`config.mk`:
```
export PLATFORM = sky130hd
export DESIGN_NAME = barcode_serializer
export DESIGN_NICKNAME = d
export VERILOG_FILES = /design/src/rtl/barcode_pkg.sv /design/src/rtl/bar_tick_gen.sv /design/src/rtl/barcode_serializer.sv
export SDC_FILE = /design/constraint.sdc
export NUM_CORES = 1
export LEC_CHECK = 0
export CORE_AREA = 8 8 96 115
export CTS_CLUSTER_DIAMETER = 200
export CTS_CLUSTER_SIZE = 20
export DETAILED_ROUTE_END_ITERATION = 10
export DIE_AREA = 0 0 104 123
export PLACE_DENSITY = 0.67
export SETUP_SLACK_MARGIN = 0.4
export SYNTH_ARGS = -nofsm -noshare
export SYNTH_HDL_FRONTEND = slang
export SYNTH_SLANG_ARGS = --single-unit
```
`constraint.sdc`:
```
create_clock -name Clk -period 4.9 [get_ports Clk]
set_input_delay 1.47 -clock Clk [delete_from_list [all_inputs] [get_ports Clk]]
set_output_delay 1.47 -clock Clk [all_outputs]
set_load 0.01 [all_outputs]
```
`src/rtl/barcode_pkg.sv`:
```
// Shared definitions for the barcode serializer: widths, parameter defaults and FSM states.
package barcode_pkg;

  localparam int unsigned PATTERN_WIDTH         = 49;
  localparam int unsigned BIT_IDX_W             = 6;
  localparam int unsigned MODULE_CYCLES_DEFAULT = 4;
  localparam int unsigned QUIET_BITS_DEFAULT    = 10;

  typedef enum logic [2:0] {
    ST_IDLE,
    ST_LEAD_QUIET,
    ST_DATA,
    ST_TRAIL_QUIET,
    ST_DONE
  } state_e;

endpackage

```
`src/rtl/bar_tick_gen.sv`:
```
// Module-rate tick: one-cycle pulse every MODULE_CYCLES cycles, restartable by clear.
module bar_tick_gen #(
  parameter int unsigned MODULE_CYCLES = 4
) (
  input  logic clk,
  input  logic rst,
  input  logic clear,
  output logic tick
);

  localparam int unsigned    CW   = (MODULE_CYCLES > 1) ? $clog2(MODULE_CYCLES) : 1;
  localparam logic [CW-1:0]  LAST = CW'(MODULE_CYCLES - 1);

  logic [CW-1:0] cnt_q, cnt_d;

  always_comb begin
    cnt_d = cnt_q;
    if (clear || (cnt_q == LAST)) begin
      cnt_d = '0;
    end else begin
      cnt_d = cnt_q + 1'b1;
    end
  end

  always_ff @(posedge clk) begin
    if (rst) begin
      cnt_q <= '0;
    end else begin
      cnt_q <= cnt_d;
    end
  end

  assign tick = (cnt_q == LAST);

endmodule

```
`src/rtl/barcode_serializer.sv`:
```
// Serializes a latched 49-module barcode pattern MSB first, framed by leading and trailing quiet zones.
module barcode_serializer
  import barcode_pkg::*;
#(
  parameter int unsigned MODULE_CYCLES = MODULE_CYCLES_DEFAULT,
  parameter int unsigned QUIET_BITS    = QUIET_BITS_DEFAULT
) (
  input  logic                     Clk,
  input  logic                     Reset,
  input  logic                     Start,
  input  logic [PATTERN_WIDTH-1:0] PatternIn,
  output logic                     BarOut,
  output logic                     Busy,
  output logic                     Done,
  output logic                     Error,
  output logic [BIT_IDX_W-1:0]     BitIndex
);

  localparam int unsigned           QW         = (QUIET_BITS > 1) ? $clog2(QUIET_BITS) : 1;
  localparam logic [QW-1:0]         QUIET_LAST = QW'(QUIET_BITS - 1);
  localparam logic [BIT_IDX_W-1:0]  MSB_IDX    = BIT_IDX_W'(PATTERN_WIDTH - 1);

  state_e                   state_q, state_d;
  logic [PATTERN_WIDTH-1:0] pattern_q, pattern_d;
  logic [BIT_IDX_W-1:0]     bit_q, bit_d;
  logic [QW-1:0]            quiet_q, quiet_d;
  logic                     bar_out_q, bar_out_d;
  logic                     busy_q, busy_d;
  logic                     done_q, done_d;
  logic                     error_q, error_d;
  logic [BIT_IDX_W-1:0]     bit_index_q, bit_index_d;

  logic tick;
  logic can_start;
  logic start_ok;
  logic start_bad;

  // DONE accepts a new Start exactly like IDLE so transmissions can run back to back.
  assign can_start = (state_q == ST_IDLE) || (state_q == ST_DONE);
  assign start_ok  = can_start && Start && (PatternIn != '0);
  assign start_bad = can_start && Start && (PatternIn == '0);

  bar_tick_gen #(
    .MODULE_CYCLES(MODULE_CYCLES)
  ) u_tick (
    .clk  (Clk),
    .rst  (Reset),
    .clear(start_ok),
    .tick (tick)
  );

  always_comb begin
    state_d   = state_q;
    pattern_d = pattern_q;
    bit_d     = bit_q;
    quiet_d   = quiet_q;
    case (state_q)
      ST_IDLE, ST_DONE: begin
        state_d = ST_IDLE;
        if (start_ok) begin
          state_d   = ST_LEAD_QUIET;
          pattern_d = PatternIn;
          quiet_d   = '0;
          bit_d     = MSB_IDX;
        end
      end
      ST_LEAD_QUIET: begin
        if (tick) begin
          if (quiet_q == QUIET_LAST) begin
            state_d = ST_DATA;
            quiet_d = '0;
          end else begin
            quiet_d = quiet_q + 1'b1;
          end
        end
      end
      ST_DATA: begin
        if (tick) begin
          if (bit_q == '0) begin
            state_d = ST_TRAIL_QUIET;
          end else begin
            bit_d = bit_q - 1'b1;
          end
        end
      end
      ST_TRAIL_QUIET: begin
        if (tick) begin
          if (quiet_q == QUIET_LAST) begin
            state_d = ST_DONE;
            quiet_d = '0;
          end else begin
            quiet_d = quiet_q + 1'b1;
          end
        end
      end
      default: state_d = ST_IDLE;
    endcase

    // Outputs are decoded from next-state values so they leave the block straight from flops.
    busy_d      = (state_d == ST_LEAD_QUIET) || (state_d == ST_DATA) || (state_d == ST_TRAIL_QUIET);
    done_d      = (state_d == ST_DONE);
    error_d     = start_bad;
    bar_out_d   = (state_d == ST_DATA) ? pattern_d[bit_d] : 1'b0;
    bit_index_d = (state_d == ST_DATA) ? bit_d : '0;
  end

  always_ff @(posedge Clk) begin
    if (Reset) begin
      state_q     <= ST_IDLE;
      pattern_q   <= '0;
      bit_q       <= '0;
      quiet_q     <= '0;
      bar_out_q   <= 1'b0;
      busy_q      <= 1'b0;
      done_q      <= 1'b0;
      error_q     <= 1'b0;
      bit_index_q <= '0;
    end else begin
      state_q     <= state_d;
      pattern_q   <= pattern_d;
      bit_q       <= bit_d;
      quiet_q     <= quiet_d;
      bar_out_q   <= bar_out_d;
      busy_q      <= busy_d;
      done_q      <= done_d;
      error_q     <= error_d;
      bit_index_q <= bit_index_d;
    end
  end

  assign BarOut   = bar_out_q;
  assign Busy     = busy_q;
  assign Done     = done_q;
  assign Error    = error_q;
  assign BitIndex = bit_index_q;

endmodule

```
==> results.yml, run 1 <==
status:
  status: "completed"
power:
  pwr_density_cell_nw_per_um2: 332.7
  p_total_w: 0.001539
  ir_drop_uv: 172.9
  power_leakage_nw: 1.696
clocking:
  clockRootBuffer: "clkbuf_16"
  clk_path_buf_depth: 2
  insertion_delay_ns: 0.34
  clkTransAtPathRegs_ns: 0.06
  htree_levels: 3
  clkSinkCount: 74
  post_cts_resized: 0
  cts_made_buffers: 9
  tritoncts: "yes"
  post_cts_buffers: 0
  cts_hold_buf: 0
yosys:
  yosys_register_bits: 74
  synth_seq_area_share_pct: 41.13
  syn-cell-area_sq_um: 3602
  synth_nets: 500
  synth_edf_count: 0
  synth_top_flop_cell: "dfxtp_1"
  synth_top_area_share_pct: 41.13
  yosys.area.top_type: "dfxtp_1"
  postSynthAreaPerCell_sq_um: 8.077
  yosys-top-cells-area: "dfxtp_1 (41%), nand2_1 (11%), a21oi_1 (7.5%)"
  yosys_warnings: 0
  synthDistinctLibCells: 59
  async_flop_share_pct: 0
  syn-instance-count: 446
timing:
  worst_slew_pin_slew_ns: 0.8696
  rsz0062_at_grt: "false"
  finalMaxSlewViolations: 0
  fin_crit_sh_pct: 86.47
  min_period_ns: 4.237
  setup_viol: 0
  relSlewSlack_pct: 41.81
  hold_viol: 0
  clock_skew_ns: 0.004187
  fin_tns_setup_ns: 0
  fmax_mhz: 236.0
drt:
  wirelength_microns: 10010
  post_drt_wl_per_cell_microns: 15.91
  drc: 0
  ant_nets: 0
  first_pass_iters: 4
  routed_via_density: 5.394
  vias: 3393
  drtIter0Drc: 235
critical_path:
  cp_data_arrival_time_ns: 4.48
  critPathMaxFanout: 22
  crit_required_ns: 5.14
  max_stage_delay_ns: 0.52
  critPathTopFamily: "compound AO/OA/AOI/OAI gates"
  reg2reg_from: "bit_q[0]"
  path_class: "in2reg"
  r2r-end: "BarOut"
  rr_worst_depth: 11
  critPathLaunchType: "input pin"
  slowest_stage: "clkdlybuf4s50_1"
  critical_path.endpoint_type: "flip-flop"
  crit_chain: "clkdlybuf4s50_1 -> nor4_4 -> nand4_1 -> nor4_4 -> buf_4 -> nor2_4 -> o31a_1 -> a2111oi_2 -> a211o_1 -> a211oi_2 -> a2111oi_2"
  r2r_setup_slack_ns: 1.61
  path_buf_inv: 2
global_routing:
  grt_pass1_vias: 3505
  antenna_found_initial: 0
  grt_pass1_wl_microns: 16820
  grt_start_max_net_pins: 45
  grt.overflow.total: 0
  grt_usage_pct: 16.17
worst_hold_path:
  min_path_cells: 1
  hold_end: "u_tick.cnt_q[0]"
  min_from: "u_tick.cnt_q[0]"
  holdCritPathClass: "reg2reg"
finish:
  fillers: 893
  final_cell_mix: "nand2_1 (110), dfxtp_1 (74), clkdlybuf4s50_1 (60)"
  area_growth_pct: 28.41
  final_common_cell: "nand2_1"
  regArea_sq_um: 1481
  layout-drive-gt1-share_pct: 11.26
  antenna_cells: 0
  final_cells: 629
  fin_nets: 555
  multiInputGateArea_sq_um: 1972
placement:
  routabilityCongestion: 0.8524
  numPortBuffers: 61
  hpwlAfterDp_microns: 7462
  dp_cells: 613
die:
  initial_core_util_pct: 38.85
  die_w_microns: 104
  fp.dieH_microns: 123
  fp-row-count: 39
  core-area_sq_um: 9271
  pin_count: 62
  dieArea_sq_um: 12790
job:
  max_cap_violations: 0
## how the worst max path moves through the flow
stage / startpoint / to / slack (ns) / cells past startpoint
after global placement: PatternIn[12] / BarOut / 0.24 / 11
after floorplan: PatternIn[48] / BarOut / 1.27 / 10
after detailed placement: PatternIn[12] / BarOut / 0.24 / 11
final: PatternIn[40] / BarOut / 0.66 / 11
after CTS: PatternIn[12] / BarOut / 0.57 / 11
after global routing: PatternIn[40] / BarOut / 0.43 / 11
## through the flow
stage / hold slack, ns / utilization [%] / setup slack (ns) / cell area (sq um)
floorplan: 0.4072 / - / 1.271 / 3602
global placement: 0.4148 / 46.23 / 0.2435 / 4287
detailed placement: 0.4304 / 46.23 / 0.2410 / 4287
CTS: 0.4383 / 49.68 / 0.5695 / 4606
global route: 0.4612 / 49.89 / 0.4274 / 4626
finish: 0.4356 / 49.89 / 0.6632 / 4626
## cell type report
type	instances	area share, %
multi-input cells	340	42.63
clock buffers	9	4.869
inverters	5	0.4057
clock inverters	7	2.029
well taps	123	3.327
repair buffers	71	14.71
flip-flops and latches	74	32.03
## cells in the mapped netlist, types with 3 or more instances
| cell type | instances |
|---|---|
| a2111oi_2 | 3 |
| a211oi_1 | 5 |
| a21oi_1 | 54 |
| a22oi_1 | 6 |
| a31oi_1 | 5 |
| and2_1 | 3 |
| buf_2 | 6 |
| buf_4 | 3 |
| clkbuf_1 | 15 |
| dfxtp_1 | 74 |
| inv_1 | 5 |
| mux2_2 | 6 |
| mux2i_1 | 6 |
| nand2_1 | 110 |
| nand2b_1 | 5 |
| nand3_1 | 10 |
| nand4_1 | 5 |
| nor2_1 | 38 |
| nor2b_1 | 5 |
| nor3_1 | 10 |
| nor4_1 | 13 |
| o21ai_0 | 5 |
| xnor2_1 | 3 |
## state kept, by name, summed over array words and instances, names as in the netlist
register      count
pattern_q        49
BitIndex          6
bit_q             6
quiet_q           4
state_q           3
u_tick.cnt_q      2
BarOut            1
Busy              1
Done              1
Error             1
## power by group
group	switching, W	total (W)	leakage [nW]	internal [W]
sequential	0.0000158	0.000647	0.605	0.000632
combinational	0.0000993	0.000187	0.939	0.0000879
clock	0.000260	0.000704	0.151	0.000444
total	0.000375	0.00154	1.70	0.00116
## cell families (layout without fill, tap and decap cells)
logic type | count (synthesis) | after routing | synth area share, %
xor gates and xnor gates | 4 | 4 | 1.181
adders and majority gates | 2 | 2 | 0.6946
DFF | 74 | 74 | 41.13
AOI/OAI and AO/OA | 103 | 103 | 19.24
buffers and inverters | 32 | 92 | 4.967
muxes | 14 | 14 | 4.793
and+or+nand+nor | 217 | 217 | 28.00
## layer usage
layer,wire length [microns],vias to the layer above,global-route usage (%)
met3,436,20,3.128
met5,0,-,0
met2,5039,89,28.27
met4,343,0,10.88
li1,-,1685,-
met1,4187,1599,17.74
Note: power is estimated with default switching activity, not from simulation.
==> run 2: changes to the inputs <==
==> constraint.sdc (replaced) <==
create_clock -name Clk -period 5.2 [get_ports Clk]
set_input_delay 1.56 -clock Clk [delete_from_list [all_inputs] [get_ports Clk]]
set_output_delay 1.56 -clock Clk [all_outputs]
set_load 0.01 [all_outputs]
==> run 2 against run 1 <==
Sequential power down 5.7%. Global-route usage down 0.53 points. Worst hold slack better by 0.0049 ns. Die area unchanged. Final cell count down 0.16%. Sequential share of layout area down 0.21 points. Flip-flop and latch count unchanged. Largest power group unchanged.
==> results.yml, run 2 (synthesized netlist as in run 1, its figures left out) <==
status:
  status: "completed"
finish:
  antenna_cells: 0
  final_cell_mix: "nand2_1 (110), dfxtp_1 (74), clkdlybuf4s50_1 (60)"
  fin_nets: 555
  design_area_sq_um: 4656
  final_common_cell: "nand2_1"
  area_growth_pct: 29.25
  layout-drive-gt1-share_pct: 10.69
  largest_reg_flops: 49
  regMostFlops: "pattern_q"
  final_cells: 628
critical_path:
  rr_worst_depth: 11
  reg2reg_from: "bit_q[0]"
  r2r-end: "BarOut"
  cp_data_arrival_time_ns: 4.70
  critPathLaunchType: "input pin"
  path_class: "in2reg"
  crit_required_ns: 5.43
  r2r_setup_slack_ns: 1.90
  critical_path.endpoint_type: "flip-flop"
  critPathMaxFanout: 25
drt:
  ant_nets: 0
  routed_via_density: 5.307
  drc: 0
  wirelength_microns: 9789
  drtIter0Drc: 189
  first_pass_iters: 5
  vias: 3333
  post_drt_wl_per_cell_microns: 15.59
clocking:
  clkSinkCount: 74
  clk_path_buf_depth: 2
  tritoncts: "yes"
  htree_levels: 3
  clkTransAtPathRegs_ns: 0.05
  post_cts_buffers: 0
  insertion_delay_ns: 0.34
  cts_made_buffers: 9
  post_cts_resized: 0
  cts_hold_buf: 0
  clockRootBuffer: "clkbuf_16"
global_routing:
  grt.overflow.total: 0
  grt_pass1_wl_microns: 16190
  grt_pass1_vias: 3323
  grt_usage_pct: 15.64
  grt_start_max_net_pins: 67
  antenna_found_initial: 0
power:
  power_leakage_nw: 1.714
  ir_drop_uv: 126.8
  pwr_density_cell_nw_per_um2: 328.5
timing:
  fmax_mhz: 223.7
  fin_ws_ns: 0.7297
  whs_ns: 0.4405
  rsz0062_at_grt: "false"
  fin_tns_setup_ns: 0
  worst_slew_pin_slew_ns: 0.8108
  fin_crit_sh_pct: 85.97
  finalMaxSlewViolations: 0
  relSlewSlack_pct: 45.74
  min_period_ns: 4.470
  hold_viol: 0
  clock_skew_ns: 0.007868
  setup_viol: 0
die:
  initial_core_util_pct: 38.85
  dieArea_sq_um: 12790
  fp.dieH_microns: 123
  pin_count: 62
  fp-row-count: 39
  die_w_microns: 104
  core-area_sq_um: 9271
placement:
  post-place-ws_ns: 0.2336
  routabilityCongestion: 0.8926
  hpwlAfterDp_microns: 7251
  numPortBuffers: 61
  dp_cells: 613
  placed_area_sq_um: 4299
worst_hold_path:
  hold_end: "u_tick.cnt_q[0]"
  min_from: "u_tick.cnt_q[0]"
  holdCritPathClass: "reg2reg"
  min_path_cells: 1
job:
  max_cap_violations: 0
==> run 2: cell type report <==
class / count / area (sq um)
clock inverter: 5 / 127.6
sequential: 74 / 1481
timing repair buffer: 71 / 693.2
tap: 123 / 153.9
multi-input combinational: 340 / 1952
clock buffer: 10 / 229.0
fill: 884 / 4616
inverter: 5 / 18.77
==> run 2: where the power goes <==
part | internal, W | switching [W]
sequential | 0.000595 | 0.0000148
clock | 0.000514 | 0.000230
combinational | 0.0000837 | 0.0000913
total | 0.00119 | 0.000336
==> run 2: layer usage <==
| layer | part of all wire [%] | GRT usage (%) | up-vias | routed length [microns] |
|---|---|---|---|---|
| met2 | 51 | 27.39 | 92 | 4997 |
| li1 | - | - | 1680 | - |
| met1 | 43 | 17.45 | 1546 | 4170 |
| met3 | 4.1 | 3.076 | 15 | 401 |
| met4 | 2.2 | 9.519 | 0 | 219 |
| met5 | 0 | 0 | - | 0 |
==> run 2: per-stage QoR <==
stage	utilization, %	power, W
finish	50.22	0.001529
global route	50.22	0.001588
CTS	50.22	0.001538
detailed placement	46.37	0.0007967
global placement	46.37	0.0007936
floorplan	-	0.0007189
==> run 2: how the worst max path moves through the flow <==
stage	from	to	slack, ns	depth (start not counted)
after CTS	PatternIn[12]	BarOut	0.56	11
final	PatternIn[12]	BarOut	0.73	11
after floorplan	PatternIn[48]	BarOut	1.48	10
after global routing	PatternIn[23]	BarOut	0.48	11
after detailed placement	PatternIn[12]	BarOut	0.23	11
after global placement	PatternIn[12]	BarOut	0.34	11
==> run 2: worst max-delay path, stage by stage <==
cell	delay [ns]
clkdlybuf4s50_1	0.47
nor4_1	0.46
nand4_1	0.22
nor4_4	0.45
nand2b_2	0.42
buf_12	0.21
nand2_1	0.06
a311oi_1	0.28
o211a_1	0.21
a211oi_2	0.04
a2111oi_2	0.32
==> run 3: changes to the inputs <==
--- a/config.mk
+++ b/config.mk
@@ -10,7 +10,8 @@
 export CTS_CLUSTER_SIZE = 20
 export DETAILED_ROUTE_END_ITERATION = 10
 export DIE_AREA = 0 0 104 123
-export PLACE_DENSITY = 0.67
+export DONT_BUFFER_PORTS = 1
+export PLACE_DENSITY = 0.59
 export SETUP_SLACK_MARGIN = 0.4
 export SYNTH_ARGS = -nofsm -noshare
 export SYNTH_HDL_FRONTEND = slang
==> run 3 against run 2 <==
Die area did not move. Worst hold slack worse by 0.018 ns. Final cell count down 11%. Flip-flop and latch count unchanged. Critical endpoint unchanged.
==> results.yml, run 3 (synthesized netlist as in run 1, its figures left out) <==
status:
  status: "completed"
clocking:
  cts_hold_buf: 0
  clkSinkCount: 74
  cts_made_buffers: 9
  clk_path_buf_depth: 2
  tritoncts: "yes"
  clockRootBuffer: "clkbuf_16"
  htree_levels: 3
  insertion_delay_ns: 0.33
  post_cts_buffers: 0
  clkTransAtPathRegs_ns: 0.06
  post_cts_resized: 0
critical_path:
  r2r_setup_slack_ns: 1.93
  cp_data_arrival_time_ns: 4.51
  slowest_stage: "nor4_4"
  critPathLaunchType: "input pin"
  critPathMaxFanout: 29
  crit_chain: "nor4_1 -> nand4_1 -> nor4_4 -> nor2_4 -> buf_4 -> or2_2 -> nand4_1 -> a21oi_1 -> o32ai_1 -> a2111oi_2"
  max_stage_delay_ns: 0.59
  crit_top_cell: "nand4_1"
  path_buf_inv: 1
  critical_path.endpoint_type: "flip-flop"
  path_class: "in2reg"
  crit_required_ns: 5.41
  critPathTopFamily: "simple AND/OR/NAND/NOR gates"
finish:
  fin_nets: 488
  multiInputGateArea_sq_um: 1952
  final_common_cell: "nand2_1"
  final_cell_mix: "nand2_1 (110), dfxtp_1 (74), a21oi_1 (54)"
  largest_reg_flops: 49
  fin_util_pct: 42.65
  layout-drive-gt1-share_pct: 11.16
  area_growth_pct: 9.760
  fillers: 974
  regArea_sq_um: 1481
  antenna_cells: 0
  regMostFlops: "pattern_q"
drt:
  drc: 0
  drtIter0Drc: 207
  vias: 3070
  wirelength_microns: 9948
  post_drt_wl_per_cell_microns: 17.70
  first_pass_iters: 4
  ant_nets: 0
  routed_via_density: 5.463
timing:
  fin_crit_sh_pct: 82.81
  fin_tns_setup_ns: 0
  relSlewSlack_pct: 46.06
  finalMaxSlewViolations: 0
  rsz0062_at_grt: "false"
  whs_ns: 0.4225
  worst_slew_pin_slew_ns: 0.8060
  min_period_ns: 4.306
  fmax_mhz: 232.2
  setup_viol: 0
  hold_viol: 0
  clock_skew_ns: 0.007611
die:
  fp-row-count: 39
  pin_count: 62
  fp.dieH_microns: 123
  dieArea_sq_um: 12790
  die_w_microns: 104
  initial_core_util_pct: 38.85
  core-area_sq_um: 9271
global_routing:
  grt_start_max_net_pins: 68
  grt_usage_pct: 15.78
  grt_pass1_wl_microns: 16030
  antenna_found_initial: 0
  grt_pass1_vias: 3034
  grt.overflow.total: 0
power:
  pwr_density_cell_nw_per_um2: 343.3
  ir_drop_uv: 165.8
  power_leakage_nw: 1.434
placement:
  hpwlAfterDp_microns: 7191
  numPortBuffers: 0
  routabilityCongestion: 0.8709
job:
  max_cap_violations: 0
worst_hold_path:
  holdCritPathClass: "reg2reg"
[run 3: cell count changes in the layout (fill, tap and decap cells not counted)]
cell / previous run / this run
clkbuf_8: 0 / 2
bufinv_16: 4 / 1
clkdlybuf4s50_1: 60 / 0
buf_4: 9 / 3
buf_2: 1 / 0
clkbuf_1: 1 / 0
clkinv_2: 0 / 3
[run 3: final timing paths]
kind                                 startpoint         endpoint  depth (start not counted)
worst max register to register         bit_q[0]           BarOut                         11
worst min-delay path            u_tick.cnt_q[0]  u_tick.cnt_q[0]                          1
worst max-delay path              PatternIn[12]           BarOut                         10
worst min register to register  u_tick.cnt_q[0]  u_tick.cnt_q[0]                          1
[run 3: area by class of cell]
type	instances	share of cell area [%]
multi-input cells	340	49.37
clock inverters	5	1.329
clock buffers	11	6.392
inverters	5	0.4747
flip-flops and latches	74	37.47
repair buffers	4	1.076
well taps	123	3.892
[run 3: where the power goes]
part           leakage [nW]  internal [W]  switching (W)  total (W)
Sequential            0.605      0.000595      0.0000155   0.000611
Clock                 0.151      0.000395       0.000235   0.000629
Combinational         0.677     0.0000471      0.0000700   0.000117
Total                  1.43       0.00104       0.000320    0.00136
[run 3: layer usage]
layer	track usage [%]	vias to the layer above	part of all wire, %
met2	26.22	79	49
met4	8.432	0	2.6
met3	4.380	15	6.7
li1	-	1549	-
met5	0	-	0
met1	18.32	1427	42
[run 3: through the flow]
| stage | std cells | power, W | area (sq um) | setup WS (ns) |
|---|---|---|---|---|
| after floorplan | 446 | 0.0007189 | 3602 | 1.481 |
| after global placement | 546 | 0.0007374 | 3649 | 0.6674 |
| after detailed placement | 546 | 0.0007401 | 3649 | 0.6079 |
| after CTS | 562 | 0.001367 | 3954 | 0.9380 |
| after global routing | 562 | 0.001412 | 3954 | 0.7697 |
| final | 562 | 0.001357 | 3954 | 0.8937 |
[run 3: worst reg2reg max path: cells and delay by family, from the launching register on]
kind            cells  cell delay, ns
compound gates      8            2.26
flops               1            0.34
fa+ha+maj           1            0.26
simple gates        1            0.16
buf+inv             1            0.15
